$ cat config.mk
export PLATFORM = sky130hd
export DESIGN_NAME = splitter_seq
export DESIGN_NICKNAME = d
export VERILOG_FILES = /design/src/rtl/splitter_seq.sv
export SDC_FILE = /design/constraint.sdc
export NUM_CORES = 1
export LEC_CHECK = 0
export CORE_MARGIN = 4
export CORE_UTILIZATION = 51
export CTS_CLUSTER_SIZE = 25
export DETAILED_ROUTE_END_ITERATION = 12
export PLACE_DENSITY_LB_ADDON = 0.12
export SYNTH_ARGS = -nofsm -noshare
export SYNTH_HDL_FRONTEND = slang
export SYNTH_SLANG_ARGS = --single-unit
$ cat constraint.sdc
create_clock -name clk -period 5.6 [get_ports clk]
set_input_delay 1.68 -clock clk [delete_from_list [all_inputs] [get_ports clk]]
set_output_delay 1.68 -clock clk [all_outputs]
set_load 0.005 [all_outputs]
$ cat src/rtl/splitter_seq.sv
// Byte splitter sequencer: latches a 32-bit word, emits its bytes MSB first over valid/ready.
// Define SPLITTER_SEQ_CHAIN_EN to accept the next word on the last-byte edge (no idle bubble).
module splitter_seq #(
  parameter int unsigned CNT_W = 16
) (
  input  logic             clk,
  input  logic             reset,
  input  logic             in_valid,
  input  logic [31:0]      in_data,
  output logic             in_ready,
  output logic             out_valid,
  output logic [7:0]       out_data,
  output logic             out_last,
  input  logic             out_ready,
  output logic [CNT_W-1:0] words_done
);

  typedef enum logic {
    IDLE = 1'b0,
    SEND = 1'b1
  } state_t;

  state_t           state, state_n;
  logic [31:0]      w, w_n;
  logic [1:0]       idx, idx_n;
  logic [CNT_W-1:0] words_done_n;
  logic             in_xfer, out_xfer;

  always_ff @(posedge clk) begin
    if (reset) begin
      state      <= IDLE;
      w          <= '0;
      idx        <= '0;
      words_done <= '0;
    end else begin
      state      <= state_n;
      w          <= w_n;
      idx        <= idx_n;
      words_done <= words_done_n;
    end
  end

  // out_valid is a pure decode of the state register, so it is registered.
  assign out_valid = (state == SEND);
  assign out_last  = (state == SEND) && (idx == 2'd3);

  always_comb begin
    out_data = '0;
    if (state == SEND) begin
      case (idx)
        2'd0:    out_data = w[31:24];
        2'd1:    out_data = w[23:16];
        2'd2:    out_data = w[15:8];
        default: out_data = w[7:0];
      endcase
    end
  end

  always_comb begin
    in_ready = 1'b0;
    if (!reset) begin
      if (state == IDLE) begin
        in_ready = 1'b1;
      end
`ifdef SPLITTER_SEQ_CHAIN_EN
      else if (idx == 2'd3) begin
        in_ready = out_ready;
      end
`endif
    end
  end

  assign in_xfer  = in_valid & in_ready;
  assign out_xfer = out_valid & out_ready;

  always_comb begin
    state_n      = state;
    w_n          = w;
    idx_n        = idx;
    words_done_n = words_done;
    case (state)
      IDLE: begin
        if (in_xfer) begin
          state_n = SEND;
          w_n     = in_data;
          idx_n   = '0;
        end
      end
      SEND: begin
        if (out_xfer) begin
          if (idx != 2'd3) begin
            idx_n = idx + 2'd1;
          end else begin
            words_done_n = words_done + CNT_W'(1);
            idx_n        = '0;
            // in_xfer can only be high here when chaining is enabled.
            if (in_xfer) begin
              w_n = in_data;
            end else begin
              state_n = IDLE;
            end
          end
        end
      end
      default: state_n = IDLE;
    endcase
  end

endmodule

==> Flow_metrics.wiki <==
{| class="wikitable"
! Metric !! Value
|-
| Switching power share of the total || 22.5%
|-
| Cell type with the largest total area after synthesis || sky130_fd_sc_hd__dfxtp_1
|-
| Logic gate share of total power || 10.1%
|-
| Number of post-CTS setup repair buffers || 0
|-
| Total CTS buffers || 5
|-
| Cell area after placement || 2930 um^2
|-
| Post-Synthesis Cells || 281
|-
| Global routing met1 resource utilization || 26.7%
|-
| Count of unique library cells instantiated by Yosys || 32
|-
| Total Routing Usage GR || 18.5%
|-
| Die width || 75.4 um
|-
| Maximum number of pins on one net before global-route repair || 65
|-
| Number of synthesized register bits || 51
|-
| Final period util || 80.4%
|-
| GPL Wtd Cong || 0.780
|-
| Fraction of the yosys area taken by sequential cells || 44.0%
|-
| First-pass DRT Iterations || 4
|-
| Number of maximum-capacitance constraint violations || 0
|-
| Clock transition time at the flip-flop clock pins of the worst setup and hold paths || 0.09 ns
|-
| Syn Area/Cell || 8.25 um^2
|-
| Portion of synthesized cell area occupied by the leading cell type || 44.0%
|-
| Fin crit period || 4.50 ns
|-
| Final setup fails || 0
|-
| Number of nets with antenna violations after detailed routing || 0
|-
| Critical path data required time || 3.92 ns
|-
| Worst path arrival time || 2.82 ns
|-
| Post-DP HPWL || 3460 um
|-
| IR drop worst, VDD || 0.000167 V
|-
| Startpoint-to-endpoint class of the critical path || input port to output port
|-
| Finished layout cell area || 3050 um^2
|-
| Synth Area in XOR/XNOR || 3.40%
|-
| Leak pwr || 0.00106 uW
|-
| Largest family of logic cells by synthesized area || simple AND/OR/NAND/NOR gates
|-
| CTS Buffer Depth || 2
|-
| Share of synthesized area spent on multiplexers || 0.863%
|-
| Cells taking the most area after synthesis || sky130_fd_sc_hd__dfxtp_1 44%, sky130_fd_sc_hd__o21ai_0 9.5%, sky130_fd_sc_hd__nand2b_1 8.6%
|-
| Storage element area || 1020 um^2
|-
| Internal power of the cells || 567 uW
|-
| GR Overflow Total || 0
|-
| Final Hold Fails || 0
|-
| Post-synth net total || 322
|-
| WL/cell || 13.7 um
|-
| Total number of clock tree sinks || 51
|-
| Slew Limit Headroom || 36.4%
|-
| Starting density of the core || 52.9%
|-
| Std cell rows || 24
|-
| Layout cell share with drive strength beyond 1 || 4.22%
|-
| Layout overhead on the synthesized area || 31.4%
|-
| Class of the tightest hold or removal check || register to register
|-
| Global routing usage on met2 || 26.9%
|-
| Placeable core area || 4380 um^2
|-
| Net total in the final layout || 372
|-
| Worst-margin pin slew || 0.953 ns
|-
| Final hold slack || 0.477 ns
|-
| Yosys synthesis warning count || 0
|-
| First-pass GRT wire length || 8170 um
|-
| Drt drc || 0
|-
| CP Capture Type || output port
|-
| Filler cell count in the final layout || 362
|-
| TritonCTS clock tree || yes
|-
| Power density of the placed cells || 240 nW/um^2
|-
| Sum of negative setup slack || 0 ns
|-
| Switching power || 165 uW
|-
| Die Height || 75.4 um
|-
| Share of the synthesized area in compound gates (AO/OA/AOI/OAI) || 16.0%
|-
| # IOs || 63
|-
| Vias in the first global route || 1814
|-
| Clock power share || 36.5%
|-
| RSZ-0062 raised after global routing || false
|-
| Die area || 5690 um^2
|-
| Cell at the root of the clock tree || sky130_fd_sc_hd__clkbuf_8
|-
| Max FO, Critical Path || 2
|-
| Initial antenna violation count || 0
|-
| Worst-case clock skew || 0.00818 ns
|-
| Cell total after placement || 376
|-
| Via count of the routed design || 2073
|-
| Combined area of the multi-input logic cells || 1210 um^2
|-
| Hold-fix buffers, CTS || 0
|-
| Fraction of the mapped netlist area in adder cells || 2.70%
|-
| Total detailed-routing wirelength || 5260 um
|-
| Vias per cell || 5.40
|-
| F_max || 222 MHz
|-
| Post-layout instance count excluding filler cells || 384
|-
| Most used routing layer in global routing || met2
|-
| Number of design-rule violations left by the first detailed-router iteration || 216
|-
| Startpoint class of the critical path || input port
|-
| Final slew viol count || 0
|-
| Sequential share of power || 53.4%
|-
| Count of antenna diodes in the layout || 0
|-
| GRT met3 Usage || 4.49%
|-
| Buffers on Ports || 62
|-
| CTS HTree Levels || 2
|-
| Run status || complete, no violations
|-
| Clock network latency to the later pin of the worst-skew pair || 0.31 ns
|-
| Syn Std Cell Area || 2320 um^2
|-
| Basic-gate share of the synthesized area counting and, or, nand and nor cells || 29.0%
|-
| CTS-repair resized insts || 0
|}
==> worst paths after layout <==
path / startpoint / to / slack, ns / depth (start not counted)
max reg2reg: idx[0] / words_done[14] / 3.24 / 5
min: w[6] / w[6] / 0.48 / 2
min reg2reg: w[6] / w[6] / 0.48 / 2
max: reset / in_ready / 1.10 / 3
==> layer usage <==
layer,up-vias,part of all wire (%),wire [um]
met5,-,0,0
met2,58,44,2310
met1,942,49,2560
met4,0,1.0,54
li1,1065,-,-
met3,8,6.5,342
==> cell type report <==
class	instances	area share [%]
Multi-Input combinational cell	208	39.6
Sequential cell	51	33.5
Timing Repair Buffer	63	20.6
Clock buffer	6	2.71
Tap cell	52	2.14
Clock inverter	2	1.15
Inverter	2	0.246
==> power by group through the flow <==
stage	clock network [uW]	registers, uW	logic (uW)
after CTS	270	391	74.3
after global routing	283	393	81.3
after global placement	0	398	73.0
after floorplan	0	394	38.1
after detailed placement	0	399	73.4
final	268	391	73.9
==> synth_stat cells (all sizes together) <==
master / instances
a32oi: 2
o21ai: 44
inv: 2
or4: 3
nand2: 48
dfxtp: 51
o31ai: 2
a21oi: 6
xor2: 6
and3: 3
xnor2: 3
a222oi: 8
nor4: 1
and4: 2
a311oi: 1
nor2: 15
nand4b: 2
buf: 4
nor3: 2
and2: 10
mux2i: 2
or3: 2
nand4: 5
nand2b: 32
clkbuf: 16
ha: 5
nand3: 4
==> placed cells by master, fill, tap and decap left out <==
cell / count
sky130_fd_sc_hd__o21ai_0: 44
sky130_fd_sc_hd__and2_2: 1
sky130_fd_sc_hd__nand3_1: 4
sky130_fd_sc_hd__clkinv_2: 1
sky130_fd_sc_hd__nor3_1: 2
sky130_fd_sc_hd__and3_1: 3
sky130_fd_sc_hd__bufinv_16: 1
sky130_fd_sc_hd__or3_1: 2
sky130_fd_sc_hd__mux2i_1: 2
sky130_fd_sc_hd__ha_1: 5
sky130_fd_sc_hd__and2_1: 9
sky130_fd_sc_hd__nor4_2: 1
sky130_fd_sc_hd__a32oi_1: 2
sky130_fd_sc_hd__xor2_1: 6
sky130_fd_sc_hd__nand4b_1: 2
sky130_fd_sc_hd__a222oi_1: 8
sky130_fd_sc_hd__nor2_1: 15
sky130_fd_sc_hd__a21oi_1: 6
sky130_fd_sc_hd__and4_1: 1
sky130_fd_sc_hd__clkbuf_8: 6
sky130_fd_sc_hd__buf_4: 1
sky130_fd_sc_hd__nand4_1: 4
sky130_fd_sc_hd__dfxtp_1: 51
sky130_fd_sc_hd__a311oi_1: 1
sky130_fd_sc_hd__xnor2_1: 3
sky130_fd_sc_hd__and4_4: 1
sky130_fd_sc_hd__or4_1: 3
sky130_fd_sc_hd__nand2_1: 47
sky130_fd_sc_hd__inv_1: 2
sky130_fd_sc_hd__nand2_2: 1
sky130_fd_sc_hd__nand2b_1: 32
sky130_fd_sc_hd__o31ai_1: 2
sky130_fd_sc_hd__nand4_2: 1
sky130_fd_sc_hd__clkdlybuf4s50_1: 62
==> through the flow <==
stage / util [%] / power, uW / setup WS, ns
global placement: 66.8 / 471 / 1.08
global route: 69.5 / 758 / 1.06
floorplan: - / 432 / 2.13
finish: 69.5 / 732 / 1.10
detailed placement: 66.8 / 472 / 1.09
CTS: 69.5 / 735 / 1.08
==> critical path, stage by stage <==
cell                              delay (ns)
sky130_fd_sc_hd__clkdlybuf4s50_1        0.46
sky130_fd_sc_hd__nor2_1                 0.16
sky130_fd_sc_hd__clkdlybuf4s50_1        0.53
==> logic make-up (layout without fill, tap and decap cells) <==
group,count (synthesis),in the layout
AOI/OAI and AO/OA,63,63
adders and majority gates,5,5
muxes,2,2
and+or+nand+nor,129,129
xor gates and xnor gates,9,9
DFF,51,51
buffers and inverters,22,73
==> registers in the layout, summed over array words and instances, names as in the netlist <==
register,flops
out_valid,1
words_done,16
w,32
idx,2
Note: power is estimated with default switching activity, not from simulation.
